`src/rtl/mcu_frame_router.sv`:
```
// Routes framed MCU bytes to the command target whose (cmd & mask) == base, and returns that target's reply.
// Optional mid-frame idle abort is enabled by defining MCU_FRAME_ROUTER_TIMEOUT_EN.
module mcu_frame_router #(
    parameter int                NT        = 4,
    parameter logic [NT*8-1:0]   CMD_BASE  = {8'h20, 8'h10, 8'h08, 8'h00},
    parameter logic [NT*8-1:0]   CMD_MASK  = {8'hF0, 8'hF0, 8'hF8, 8'hF8},
    parameter logic [7:0]        IDLE_BYTE = 8'hFF,
    parameter logic [15:0]       TIMEOUT   = 16'd50000
) (
    input  logic                 clk,
    input  logic                 reset,
    input  logic                 data_in_strobe,
    input  logic                 data_in_start,
    input  logic [7:0]           data_in,
    output logic [7:0]           data_out,
    output logic [NT-1:0]        tgt_strobe,
    output logic                 tgt_start,
    output logic [7:0]           tgt_data,
    input  logic [NT*8-1:0]      tgt_dout,
    output logic                 frame_active,
    output logic [2:0]           frame_sel,
    output logic                 frame_unmapped,
    output logic [7:0]           byte_cnt,
    output logic                 err_pulse,
    output logic [1:0]           dbg_state
);

    typedef enum logic [1:0] {
        S_IDLE    = 2'd0,
        S_ROUTE   = 2'd1,
        S_DISCARD = 2'd2
    } state_t;

    state_t          r_state;
    logic [7:0]      r_data_out;
    logic [NT-1:0]   r_tgt_strobe;
    logic            r_tgt_start;
    logic [7:0]      r_tgt_data;
    logic            r_active;
    logic [2:0]      r_sel;
    logic            r_unmapped;
    logic [7:0]      r_byte_cnt;
    logic            r_err;

    logic            w_hit;
    logic [2:0]      w_idx;
    logic [7:0]      w_reply;

    // Scan high to low so the lowest matching index is the one left standing.
    always_comb begin
        w_hit = 1'b0;
        w_idx = '0;
        for (int k = NT - 1; k >= 0; k--) begin
            if ((data_in & CMD_MASK[8*k +: 8]) == CMD_BASE[8*k +: 8]) begin
                w_hit = 1'b1;
                w_idx = 3'(k);
            end
        end
    end

    always_comb begin
        w_reply = IDLE_BYTE;
        for (int k = 0; k < NT; k++) begin
            if (r_sel == 3'(k)) w_reply = tgt_dout[8*k +: 8];
        end
    end

`ifdef MCU_FRAME_ROUTER_TIMEOUT_EN
    logic [15:0] r_idle;
`else
    logic        w_unused_timeout;
    assign w_unused_timeout = ^TIMEOUT;
`endif

    always_ff @(posedge clk) begin
        if (reset) begin
            r_state      <= S_IDLE;
            r_data_out   <= IDLE_BYTE;
            r_tgt_strobe <= '0;
            r_tgt_start  <= 1'b0;
            r_tgt_data   <= '0;
            r_active     <= 1'b0;
            r_sel        <= '0;
            r_unmapped   <= 1'b0;
            r_byte_cnt   <= '0;
            r_err        <= 1'b0;
`ifdef MCU_FRAME_ROUTER_TIMEOUT_EN
            r_idle       <= '0;
`endif
        end else begin
            r_tgt_strobe <= '0;
            r_tgt_start  <= 1'b0;
            r_err        <= 1'b0;
            r_data_out   <= (r_state == S_ROUTE) ? w_reply : IDLE_BYTE;

            if (data_in_strobe && data_in_start) begin
                r_active   <= 1'b1;
                r_byte_cnt <= 8'd1;
                r_sel      <= w_idx;
                if (w_hit) begin
                    r_state      <= S_ROUTE;
                    r_unmapped   <= 1'b0;
                    r_tgt_strobe <= NT'(1) << w_idx;
                    r_tgt_start  <= 1'b1;
                    r_tgt_data   <= data_in;
                end else begin
                    r_state    <= S_DISCARD;
                    r_unmapped <= 1'b1;
                    r_err      <= 1'b1;
                end
            end else if (data_in_strobe && (r_state != S_IDLE)) begin
                if (r_byte_cnt != 8'hFF) r_byte_cnt <= r_byte_cnt + 8'd1;
                if (r_state == S_ROUTE) begin
                    r_tgt_strobe <= NT'(1) << r_sel;
                    r_tgt_data   <= data_in;
                end
            end

`ifdef MCU_FRAME_ROUTER_TIMEOUT_EN
            // Abort an open frame after TIMEOUT consecutive strobe-free clocks; byte_cnt is kept.
            if (data_in_strobe) begin
                r_idle <= '0;
            end else if (r_state != S_IDLE) begin
                if (r_idle == TIMEOUT - 16'd1) begin
                    r_idle     <= '0;
                    r_state    <= S_IDLE;
                    r_active   <= 1'b0;
                    r_data_out <= IDLE_BYTE;
                    r_err      <= 1'b1;
                end else begin
                    r_idle <= r_idle + 16'd1;
                end
            end
`endif
        end
    end

    assign data_out       = r_data_out;
    assign tgt_strobe     = r_tgt_strobe;
    assign tgt_start      = r_tgt_start;
    assign tgt_data       = r_tgt_data;
    assign frame_active   = r_active;
    assign frame_sel      = r_sel;
    assign frame_unmapped = r_unmapped;
    assign byte_cnt       = r_byte_cnt;
    assign err_pulse      = r_err;
    assign dbg_state      = r_state;

endmodule

```
`config.mk`:
```
export PLATFORM = sky130hd
export DESIGN_NAME = mcu_frame_router
export DESIGN_NICKNAME = d
export VERILOG_FILES = /design/src/rtl/mcu_frame_router.sv
export SDC_FILE = /design/constraint.sdc
export NUM_CORES = 1
export LEC_CHECK = 0
export BUFFER_PORTS_ARGS = -buffer_cell sky130_fd_sc_hd__buf_2
export CAP_MARGIN = 20
export CELL_PAD_IN_SITES_DETAIL_PLACEMENT = 1
export CELL_PAD_IN_SITES_GLOBAL_PLACEMENT = 2
export CORE_UTILIZATION = 25
export DETAILED_ROUTE_END_ITERATION = 6
export PLACE_DENSITY = 0.85
export SETUP_SLACK_MARGIN = 0.05
export SYNTH_ARGS = -nofsm -noshare
export SYNTH_HDL_FRONTEND = slang
export SYNTH_SLANG_ARGS = --single-unit
```
`constraint.sdc`:
```
create_clock -name clk -period 1.8 [get_ports clk]
set_input_delay 0.36 -clock clk [delete_from_list [all_inputs] [get_ports clk]]
set_output_delay 0.36 -clock clk [all_outputs]
set_load 0.01 [all_outputs]
```
# == Yosys cells after proc, flatten, opt, wreduce, memory -nomap -nowiden ==
# Index checks and enable logic that the tools add are counted.
# W data, S select, Z words.
# op_classes
n_reduce_logical,14
n_lt_le_gt_ge,0
muxes,26
multipliers,0
shift,2
n_div,0
add_sub_neg,1
n_eq_ne,9
n_bitwise,2
# op_table
operator,n
$mux W8,8
$mux W4,4
$mux W1,9
$add A8 B1 Y8 const B,1
$logic_not A8 Y1,1
$mux W2,4
$ne A8 B8 Y1 const B,1
$reduce_bool A2 Y1,4
$shl A1 B3 Y4 const A,2
$eq A3 B2 Y1 const B,2
$reduce_or A2 Y1,3
$eq A5 B1 Y1 const B,1
$eq A4 B1 Y1 const B,1
$eq A4 B2 Y1 const B,1
$reduce_and A2 Y1,2
$eq A3 B1 Y1 const B,1
$logic_not A3 Y1,1
$mux W3,1
$reduce_and A3 Y1,1
$eq A2 B1 Y1 const B,1
$logic_and A1 B1 Y1,2
$ne A2 B2 Y1 const B,1
$not A1 Y1,2
# word_totals
mem_bits_rw,0
rom_bits,0
output_inout_bits,37
ff_bits,37
word_cells,65
n_memories,0
latchBits,0
inputBits,44

# == Longest topological paths before layout ==
# Gate-level depths: netlist of run 1.
# depth
word_depth,8
mapped_depth,5
ltp_nobuf,5

# == Worst setup path before layout of run 1 ==
# Ideal clock, no wire load.
# synth_timing
path_type,register -> register
start,"register r_byte_cnt[0], in the netlist byte_cnt[0]"
end,"register r_byte_cnt[1], in the netlist byte_cnt[1]"
synth_period_minus_slack_ns,1.487
stages_incl_launch_ff,6
slack_ns,0.313
setup_time_ns,0.119
n_path_buf,0
required_ns,1.681
t_arrival_ns,1.368
path_cell_list,dfxtp_1 > ha_1 > nand2_1 > o31ai_1 > mux2i_1 > nor2_1
# synth_between
elab_chain_cells,2
elab_cells_between_ends,3
classes_between,1 x add/sub; 1 x eq/ne; 1 x reduce/logical
# synth_lines
item,line_no,rtl
start: declaration,42,logic [7:0] r_byte_cnt;
start signal: assignment,112,if (r_byte_cnt != 8'hFF) r_byte_cnt <= r_byte_cnt + 8'd1;
branches (longest 2 deep; another with $add A8 B1 Y8),n/a,
# Parallel ways; which one is timed is not known.
# A chain may end at the register's enable or synchronous reset.

# == Worst setup path in the final report of run 1 ==
# layout_timing
start,"register r_byte_cnt[1], in the netlist byte_cnt[1]"
end,"register r_byte_cnt[0], in the netlist byte_cnt[0]"
# layout_between
elab_chain_cells,3
# layout_lines
item,line_no
$ne A8 B8 Y1,112
$reduce_bool A2 Y1 (no source line),n/a
$reduce_and A2 Y1 (no source line),n/a
# No other way between the ends.

==> results of run 1 <==
-- stage by stage --
step | util, % | worst slack [ns] | hold WS, ns | instances
3_3_place_gp | 34.2 | 0.271 | 0.475 | 299
5_1_grt | 36.1 | 0.140 | 0.310 | 307
3_5_place_dp | 34.2 | 0.221 | 0.484 | 299
4_1_cts | 36.1 | 0.205 | 0.296 | 307
2_1_floorplan | - | 0.313 | 0.450 | 148
6_report | 36.1 | 0.237 | 0.304 | 307
-- Yosys cell counts (all sizes together) (2+ instances only) --
| cell | count | area share [%] |
|---|---|---|
| inv | 2 | 0.48 |
| nor3 | 6 | 1.9 |
| nor2 | 15 | 3.6 |
| o21a | 2 | 0.97 |
| nand3b | 2 | 1.2 |
| a21oi | 6 | 1.9 |
| clkbuf | 2 | 0.48 |
| nor4 | 2 | 0.80 |
| mux4 | 8 | 12 |
| o21ai | 4 | 1.5 |
| mux2i | 9 | 5.8 |
| buf | 6 | 2.3 |
| nand2b | 11 | 4.4 |
| a211oi | 2 | 1.3 |
| or4 | 2 | 0.97 |
| nand2 | 9 | 2.2 |
| or3 | 2 | 0.80 |
| o41ai | 2 | 1.1 |
| dfxtp | 35 | 45 |
| o31ai | 2 | 0.97 |
| nand3 | 4 | 1.3 |
-- sequential cells by signal, indices dropped and copies added, names as in the netlist --
name	count
data_out	8
tgt_strobe	4
tgt_start	1
frame_active	1
dbg_state	2
byte_cnt	8
frame_sel	2
tgt_data	8
err_pulse	1
-- report_power, final --
| part | internal (mW) | switching, mW | total, mW |
|---|---|---|---|
| clock | 0.412 | 0.291 | 0.703 |
| combinational | 0.0953 | 0.0844 | 0.180 |
| sequential | 0.788 | 0.0120 | 0.800 |
-- worst min path at each step --
stage                 start            to  slack [ns]  depth (start not counted)
3_3_place_gp   frame_active  frame_active        0.47                          2
5_1_grt          data_in[0]   tgt_data[0]        0.31                          3
3_5_place_dp    tgt_data[5]   tgt_data[5]        0.48                          2
4_1_cts          data_in[0]   tgt_data[0]        0.30                          3
2_1_floorplan    data_in[4]     tgt_start        0.45                          1
6_report         data_in[0]   tgt_data[0]        0.30                          3
-- per-layer routing --
layer / vias to the layer above / global-route usage, %
li1: 700 / -
met1: 672 / 15.0
met2: 52 / 23.4
met3: 9 / 4.04
met4: 0 / 6.43
met5: - / 0
-- final cells by class --
cell class	count	area, um2
fill	717	3800
multi-input combinational	103	805
tap	75	93.8
clock inverter	3	43.8
sequential	35	701
timing repair buffer	84	433
clock buffer	5	68.8
inverter	2	7.51
-- kinds of logic (layout without fill, tap and decap cells) --
family | after synthesis | count (layout) | synth area share [%]
other cells | 1 | 1 | 0.241
fa+ha+maj | 1 | 1 | 0.804
mux | 17 | 17 | 17.4
compound gates | 25 | 25 | 12.6
buf+inv | 10 | 94 | 3.22
flops | 35 | 35 | 45.1
xor+xnor | 2 | 2 | 1.13
simple gates | 57 | 57 | 19.5
-- tightest hold or removal path, delay by kind of cell --
kind,cells,cell delay [ns]
buffers and inverters,1,0.07
muxes,1,0.05
and+or+nand+nor,1,0.07
==> results by group, run 1 <==
Clock tree
  – # hold bufs at CTS: 0
  – CTS clk-pin slew, worst paths: 0.08 ns
  – H-Tree Depth: 2
  – Num CTS Buffers: 5
  – Resize count post-CTS: 0
  – CTS tree: done
  – CTS sink cnt: 35
  – Max Buffers Root-to-Sink: 2
  – CTS Root Cell: clkbuf_8
  – Clk_lat worst skew: 0.29 ns
  – Post-CTS Setup Inserts: 0

Layout
  – Most common cell after layout, fill and taps aside: buf_2
  – Nets: 276
  – Final Instance Area: 2150 um2
  – N_diodes: 0
  – P&R area growth vs syn: 38.4%
  – Most frequent cells in the layout: buf_2 (79), dfxtp_1 (35), nor2_1 (15), nand2b_1 (11)
  – Share of cells above drive strength 1: 45.7%

Setup path
  – Worst path bufs/invs: 0
  – Setup crit end: byte_cnt[0]
  – Critical Path Max Stage Delay: 0.44 ns
  – CP max-delay cell: o31ai_1
  – Required time of the critical path: 1.96 ns
  – Cell count along the critical path: 5
  – CP Capture Type: register
  – WS Path Type: register to register
  – Crit path arrival time: 1.72 ns
  – FF-to-FF path depth: 5
  – Crit path from: byte_cnt[1]
  – Top Family by Delay on Critical Path: compound AO/OA/AOI/OAI gates
  – Critical path startpoint category: register
  – Reg2reg end: byte_cnt[0]
  – Worst R2R Start: byte_cnt[1]
  – Reg2reg setup slack: 0.24 ns
  – CP max FO: 5
  – Critical path, cell by cell: ha_1 > nand2_1 > o31ai_1 > xor2_1 > a21oi_1

Timing
  – Maximum clock rate: 640 MHz
  – Period utilization: 86.9%
  – RSZ-0062 raised after global routing: false
  – Post-layout minimum cycle time: 1.56 ns
  – Fin. Hold Viols: 0
  – Worst-Margin Slew: 0.551 ns
  – Setup_tns: 0 ns
  – Clock Skews: 0.0131 ns
  – Slew margin rel.: 63.2%
  – Max-slew violation count: 0
  – Setup violations, final: 0

Drt
  – Wire length on met3: 290 um
  – Antenna Violating Nets Remaining: 0
  – Vias per inst: 4.67
  – DRC violations left: 0
  – Per-cell routed wire length: 13.8 um
  – Initial DRC count: 34
  – Total wire length: 4.22 mm
  – Max layer used: met4
  – First-pass detailed-route iteration total: 4
  – DRT met1 WL: 1.73 mm
  – Met2 Wirelength: 2.13 mm
  – Vias: 1433

Global route
  – GR Overflow Total: 0
  – Vias in the first global route: 1382
  – First-pass GRT wire length: 6.49 mm
  – GRT Util Overall: 13.5%
  – Initial antenna violation count: 0
  – Pin count of the biggest net entering global routing: 22

Logic synthesis
  – Asr flop ratio synth: 0%
  – Sequential area share after synthesis: 45.1%
  – Cells after synthesis: 148
  – Syn_nets: 193
  – EDFF count, synth: 0
  – Top FF cell, synth: dfxtp_1
  – Synthesized flop and latch total: 35
  – Syn_area_per_cell: 10.5 um2
  – Unique cell type count in the Yosys netlist: 40
  – Synthesized cell area: 1560 um2
  – Count of warnings emitted by yosys: 0

Floorplanning
  – IO Count: 81
  – Die height: 80.9 um
  – Die Wd: 80.9 um
  – # rows: 28
  – Die Area: 6540 um2
  – Core Region: 5960 um2
  – Initial Util: 26.1%

Power
  – Leakage power total: 0.988 nW
  – PD cells: 782 nW/um2
  – Worst VDD drop: 333 uV
  – Tot Pwr: 1.68 mW

Status
  – Status: finished clean

Placement
  – Buffers on Ports: 79
  – Placed Area: 2040 um2
  – Placer congestion estimate: 0.760
  – Final HPWL DP: 3.27 mm

Worst hold path
  – Worst hold path type: input port to register

Job
  – Max Cap Viol: 0
(Power assumes the default switching activity.)
==> run 2, diff against run 1 <==
- CORE_ASPECT_RATIO: not set -> 2
- CORE_UTILIZATION: 25 -> 27
- PLACE_DENSITY: 0.85 -> 0.91
- SLEW_MARGIN: not set -> 20
- clock period: 1.8 -> 2 ns (I/O delays scaled with it)
==> run 2 against run 1 <==
  * Clock-buffer cell count rose by 1
  * Design area fell by 2.5%
  * Final cell count shrank 5.2%
  * Sequential power down 9.8%
  * Clock power down 29%
  * Worst setup slack gained 0.18 ns
  * Sequential share of layout area grew 0.83 points
  * Critical path type is now register to output port
  * Critical endpoint is now frame_sel[1]
==> results by group, run 2 (same netlist as run 1, synthesis figures left out) <==
Layout
  – N_diodes: 0 (unchanged)
  – Fillers: 652 (was 717)
  – Final Util: 38.4% (was 36.1%)
  – Share of cells above drive strength 1: 45.0% (was 45.7%)
  – Final Instance Area: 2100 um2 (was 2150 um2)
  – Most common cell after layout, fill and taps aside: buf_2 (unchanged)
  – Most frequent cells in the layout: buf_2 (79), dfxtp_1 (35), nor2_1 (15), nand2b_1 (11) (unchanged)
  – Nets: 275 (was 276)
  – P&R area growth vs syn: 34.9% (was 38.4%)

Setup path
  – Worst R2R Start: byte_cnt[0] (was byte_cnt[1])
  – Setup crit end: frame_sel[1] (was byte_cnt[0])
  – CP max FO: 13 (was 5)
  – WS Path Type: register to output port (was register to register)
  – Crit path from: frame_sel[1] (was byte_cnt[1])
  – CP max-delay cell: dfxtp_1 (was o31ai_1)
  – FF-to-FF path depth: 5 (unchanged)
  – Critical Path Max Stage Delay: 0.66 ns (was 0.44 ns)
  – Reg2reg end: byte_cnt[1] (was byte_cnt[0])
  – Crit path arrival time: 1.18 ns (was 1.72 ns)
  – Worst path bufs/invs: 1 (was 0)
  – Required time of the critical path: 1.60 ns (was 1.96 ns)
  – Critical path, cell by cell: buf_2 (was ha_1 > nand2_1 > o31ai_1 > xor2_1 > a21oi_1)
  – CP Capture Type: output port (was register)
  – Critical path startpoint category: register (unchanged)
  – Cell count along the critical path: 1 (was 5)
  – Top Family by Delay on Critical Path: flip-flops (was compound AO/OA/AOI/OAI gates)
  – Reg2reg setup slack: 0.42 ns (was 0.24 ns)

Clock tree
  – # hold bufs at CTS: 0 (unchanged)
  – Num CTS Buffers: 5 (unchanged)
  – Max Buffers Root-to-Sink: 2 (unchanged)
  – Post-CTS Setup Inserts: 0 (unchanged)
  – Clk_lat worst skew: 0.29 ns (about the same)
  – CTS Root Cell: clkbuf_8 (unchanged)
  – CTS clk-pin slew, worst paths: 0.07 ns (was 0.08 ns)
  – Resize count post-CTS: 0 (unchanged)
  – CTS sink cnt: 35 (unchanged)
  – CTS tree: done (unchanged)
  – H-Tree Depth: 2 (unchanged)

Worst hold path
  – Worst hold path type: input port to register (unchanged)

Global route
  – Vias in the first global route: 1493 (was 1382)
  – GR Overflow Total: 0 (unchanged)
  – First-pass GRT wire length: 6.85 mm (was 6.49 mm)
  – GR Layer Usage met1: 12.1% (was 15.0%)
  – Busiest layer in global routing: met2 (unchanged)
  – GRT Util Overall: 15.0% (was 13.5%)
  – Met3 Use GR: 4.82% (was 4.04%)
  – Initial antenna violation count: 0 (unchanged)
  – Met2 usage: 30.6% (was 23.4%)
  – Pin count of the biggest net entering global routing: 14 (was 22)

Timing
  – Post-layout minimum cycle time: 1.58 ns
  – Worst-Margin Slew: 0.531 ns (was 0.551 ns)
  – Max-slew violation count: 0 (unchanged)
  – RSZ-0062 raised after global routing: false (unchanged)
  – Setup_tns: 0 ns (unchanged)
  – Period utilization: 78.9%
  – Maximum clock rate: 633 MHz
  – Fin. Hold Viols: 0 (unchanged)
  – PnR worst setup slack: 0.421 ns (was 0.237 ns)
  – Slew margin rel.: 64.5% (was 63.2%)
  – Clock Skews: 0.00572 ns (was 0.0131 ns)
  – Setup violations, final: 0 (unchanged)

Drt
  – Antenna Violating Nets Remaining: 0 (unchanged)
  – DRC violations left: 0 (unchanged)
  – Vias per inst: 4.92 (was 4.67)
  – Per-cell routed wire length: 14.5 um (was 13.8 um)
  – Vias: 1433 (unchanged)
  – Total wire length: 4.22 mm (about the same)
  – First-pass detailed-route iteration total: 2 (was 4)
  – Initial DRC count: 16 (was 34)

Placement
  – Buffers on Ports: 79 (unchanged)
  – Placer congestion estimate: 0.769 (was 0.760)
  – Final HPWL DP: 3.47 mm (was 3.27 mm)
  – Placed Area: 2010 um2 (was 2040 um2)
  – Pre-CTS setup slack: 0.362 ns (was 0.221 ns)

Floorplanning
  – Die height: 109 um (was 80.9 um)
  – Die Wd: 55.7 um (was 80.9 um)
  – Core Region: 5470 um2 (was 5960 um2)
  – Initial Util: 28.4% (was 26.1%)
  – IO Count: 81 (unchanged)
  – # rows: 38 (was 28)
  – Die Area: 6090 um2 (was 6540 um2)

Power
  – Worst VDD drop: 443 uV (was 333 uV)
  – Net Sw Frac: 24.5% (was 23.0%)
  – PD cells: 654 nW/um2 (was 782 nW/um2)
  – Leakage power total: 0.966 nW (was 0.988 nW)
  – Psw: 0.337 mW (was 0.387 mW)
  – Reg power frac: 52.6% (was 47.5%)
  – Logic pwr share: 11.2% (was 10.7%)
  – Clk pwr share: 36.2% (was 41.8%)
  – Internal power: 1.04 mW (was 1.30 mW)

Status
  – Status: finished clean (unchanged)

Job
  – Max Cap Viol: 0 (unchanged)
-- run 2: worst min path at each step --
| stage | startpoint | endpoint | slack, ns | depth (start not counted) |
|---|---|---|---|---|
| floorplan | data_in[4] | tgt_start | 0.49 | 1 |
| global placement | frame_active | frame_active | 0.45 | 2 |
| detailed placement | frame_active | frame_active | 0.47 | 2 |
| CTS | data_in[2] | tgt_data[2] | 0.33 | 3 |
| global route | data_in[2] | tgt_data[2] | 0.34 | 3 |
| finish | data_in[0] | tgt_data[0] | 0.34 | 3 |
-- run 2: worst min-delay path, stage by stage --
cell and delay, ns:
buf_2 0.07, mux2i_1 0.05, nor2_1 0.07
-- run 2: power by group through the flow --
stage               Clock [mW]  Combinational (mW)  Sequential, mW
CTS                      0.524               0.157           0.722
global placement             0               0.153           0.737
detailed placement           0               0.157           0.738
floorplan                    0              0.0777           0.741
finish                   0.497               0.154           0.722
global route             0.551               0.169           0.723
-- run 2: per-stage QoR --
stage | std cells | hold slack [ns] | power [mW]
final | 291 | 0.338 | 1.37
after global routing | 291 | 0.344 | 1.44
after CTS | 291 | 0.329 | 1.40
after detailed placement | 283 | 0.466 | 0.894
after global placement | 283 | 0.453 | 0.890
after floorplan | 148 | 0.490 | 0.819
-- run 2: final cells by class --
| cell class | instances | area (um2) | area share (%) |
|---|---|---|---|
| timing repair buffer | 83 | 425 | 20.3 |
| multi-input combinational | 103 | 805 | 38.3 |
| inverter | 2 | 7.51 | 0.358 |
| tap | 60 | 75.1 | 3.58 |
| clock buffer | 6 | 72.6 | 3.46 |
| clock inverter | 2 | 12.5 | 0.596 |
| sequential | 35 | 701 | 33.4 |
-- run 2: layer usage --
layer / wire [um] / share of wire, %
met2: 2430 / 58
met1: 1380 / 33
met3: 269 / 6.4
met5: 0 / 0
met4: 133 / 3.2
==> run 3, diff against run 2 <==
- CORE_UTILIZATION: 27 -> 25
- PLACE_DENSITY: 0.91 -> 0.85
- clock period: 2 -> 1.65 ns (I/O delays scaled with it)
==> run 3 against run 2 <==
  * The run now ends with design-rule violations left
  * Sequential cell count unchanged
  * Sequential share of layout area fell by 1.9 points
  * Non-clock buffer count grew 5
  * Utilization fell by 1.3 points
  * Clock skew down 0.0015 ns
  * Final cell count is 2.4% higher
==> results by group, run 3 (same netlist as run 1, synthesis figures left out) <==
Status
  – Status: finished with violations (was finished clean)
  – Failing checks: design-rule violations

Floorplanning
  – Die Wd: 57.8 um (was 55.7 um)
  – IO Count: 81 (unchanged)
  – Die Area: 6560 um2 (was 6090 um2)
  – # rows: 40 (was 38)
  – Die height: 114 um (was 109 um)
  – Core Region: 6010 um2 (was 5470 um2)
  – Initial Util: 25.9% (was 28.4%)

Global route
  – GR Layer Usage met1: 12.7% (was 12.1%)
  – Vias in the first global route: 1490 (was 1493)
  – GR Overflow Total: 0 (unchanged)
  – Initial antenna violation count: 0 (unchanged)
  – Met2 usage: 26.3% (was 30.6%)
  – Pin count of the biggest net entering global routing: 14 (unchanged)
  – Busiest layer in global routing: met2 (unchanged)
  – First-pass GRT wire length: 6.82 mm (was 6.85 mm)
  – GRT Util Overall: 14.0% (was 15.0%)
  – Met3 Use GR: 3.74% (was 4.82%)

Timing
  – Setup_tns: 0 ns (unchanged)
  – Hold WS: 0.278 ns (was 0.338 ns)
  – Post-layout minimum cycle time: 1.51 ns
  – Max-slew violation count: 0 (unchanged)
  – Worst-Margin Slew: 0.520 ns (was 0.531 ns)
  – Clock Skews: 0.00426 ns (was 0.00572 ns)
  – Slew margin rel.: 65.2% (was 64.5%)
  – Period utilization: 91.6%
  – Setup violations, final: 0 (unchanged)
  – Fin. Hold Viols: 0 (unchanged)
  – Maximum clock rate: 662 MHz
  – RSZ-0062 raised after global routing: false (unchanged)

Setup path
  – Reg2reg end: byte_cnt[4] (was byte_cnt[1])
  – Crit path arrival time: 1.74 ns (was 1.18 ns)
  – CP max-delay cell: or4_1 (was dfxtp_1)
  – Critical path startpoint category: register (unchanged)
  – FF-to-FF path depth: 4 (was 5)
  – CP Capture Type: register (was output port)
  – Worst R2R Start: dbg_state[0] (was byte_cnt[0])
  – Required time of the critical path: 1.87 ns (was 1.60 ns)
  – Critical Path Max Stage Delay: 0.49 ns (was 0.66 ns)
  – WS Path Type: register to register (was register to output port)
  – Reg2reg setup slack: 0.14 ns (was 0.42 ns)
  – Top Family by Delay on Critical Path: simple AND/OR/NAND/NOR gates (was flip-flops)
  – CP max FO: 6 (was 13)
  – Critical path, cell by cell: o21a_1 > o21ai_0 > or4_1 > nand2_1 (was buf_2)
  – Worst path bufs/invs: 0 (was 1)

Clock tree
  – Num CTS Buffers: 5 (unchanged)
  – Max Buffers Root-to-Sink: 2 (unchanged)
  – CTS clk-pin slew, worst paths: 0.05 ns (was 0.07 ns)
  – CTS sink cnt: 35 (unchanged)
  – H-Tree Depth: 2 (unchanged)
  – # hold bufs at CTS: 0 (unchanged)
  – Clk_lat worst skew: 0.28 ns (was 0.29 ns)
  – CTS Root Cell: clkbuf_16 (was clkbuf_8)
  – CTS tree: done (unchanged)

Placement
  – Placer congestion estimate: 0.718 (was 0.769)
  – Buffers on Ports: 79 (unchanged)
  – Placed Area: 2050 um2 (was 2010 um2)
  – Final HPWL DP: 3.50 mm (was 3.47 mm)

Drt
  – Total wire length: 4.35 mm (was 4.22 mm)
  – Antenna Violating Nets Remaining: 0 (unchanged)
  – DRC violations left: 7 (was 0)
  – Per-cell routed wire length: 14.6 um (was 14.5 um)
  – Vias per inst: 5.01 (was 4.92)
  – Vias: 1492 (was 1433)
  – First-pass detailed-route iteration total: 6 (was 2)
  – Initial DRC count: 27 (was 16)

Worst hold path
  – Hold Crit Depth: 3 (unchanged)
  – Hold EP: tgt_data[2] (was tgt_data[0])
  – Worst Min Path Start: data_in[2] (was data_in[0])
  – Worst hold path type: input port to register (unchanged)

Layout
  – Multi-input logic area: 818 um2 (was 805 um2)
  – Nets: 280 (was 275)
  – Most common cell after layout, fill and taps aside: buf_2 (unchanged)
  – Share of cells above drive strength 1: 47.2% (was 45.0%)
  – Register area: 702 um2 (was 701 um2)
  – P&R area growth vs syn: 43.1% (was 34.9%)
  – Final Instance Area: 2230 um2 (was 2100 um2)
  – N_diodes: 0 (unchanged)
  – Fillers: 708 (was 652)
  – Most frequent cells in the layout: buf_2 (79), dfxtp_1 (34), nor2_1 (15), nand2b_1 (11) (was buf_2 (79), dfxtp_1 (35), nor2_1 (15), nand2b_1 (11))

Power
  – Tot Pwr: 2.01 mW (was 1.37 mW)
  – Leakage power total: 1.03 nW (was 0.966 nW)
  – Worst VDD drop: 510 uV (was 443 uV)
  – PD cells: 901 nW/um2 (was 654 nW/um2)

Job
  – Max Cap Viol: 0 (unchanged)
[run 3: metal layers]
layer	vias up	wire, um
met4	0	163
li1	715	-
met5	-	0
met1	709	1380
met3	10	284
met2	58	2530
[run 3: metrics by stage]
stage,std cells,setup slack [ns],utilization [%]
6_report,298,0.138,37.1
3_3_place_gp,290,0.175,34.1
5_1_grt,298,0.0454,37.1
2_1_floorplan,148,0.163,-
3_5_place_dp,290,0.109,34.1
4_1_cts,297,0.0959,36.5
[run 3: final cells by class]
| cell class | instances | area share, % |
|---|---|---|
| Inverter | 2 | 0.337 |
| Timing Repair Buffer | 88 | 21.4 |
| Tap cell | 63 | 3.54 |
| Sequential cell | 35 | 31.5 |
| Clock inverter | 1 | 0.225 |
| Clock buffer | 6 | 6.24 |
| Multi-Input combinational cell | 103 | 36.8 |
[run 3: power breakdown]
part	internal (mW)	switching, mW
clock network	0.588	0.337
logic	0.112	0.0930
registers	0.862	0.0139
total	1.56	0.444
[run 3: worst max-delay path by stage]
stage / from / endpoint / slack [ns] / depth (start not counted)
after global routing: dbg_state[0] / byte_cnt[4] / 0.05 / 4
after detailed placement: data_in_strobe / tgt_data[4] / 0.11 / 5
after CTS: byte_cnt[1] / byte_cnt[0] / 0.1 / 5
after floorplan: byte_cnt[0] / byte_cnt[1] / 0.16 / 5
after global placement: data_in_strobe / tgt_data[7] / 0.18 / 5
final: dbg_state[0] / byte_cnt[4] / 0.14 / 4
[run 3: worst reg2reg max path: cells and delay by family (launching register included)]
family | cells | cell delay [ns]
compound gates | 2 | 0.43
flops | 1 | 0.46
simple gates | 2 | 0.56
[run 3: what timing repair did]
item / 4_1_cts / 5_1_grt
resized for setup: 0 / 3
buffers inserted: 0 / 1
setup endpoints to repair: 0 / 4
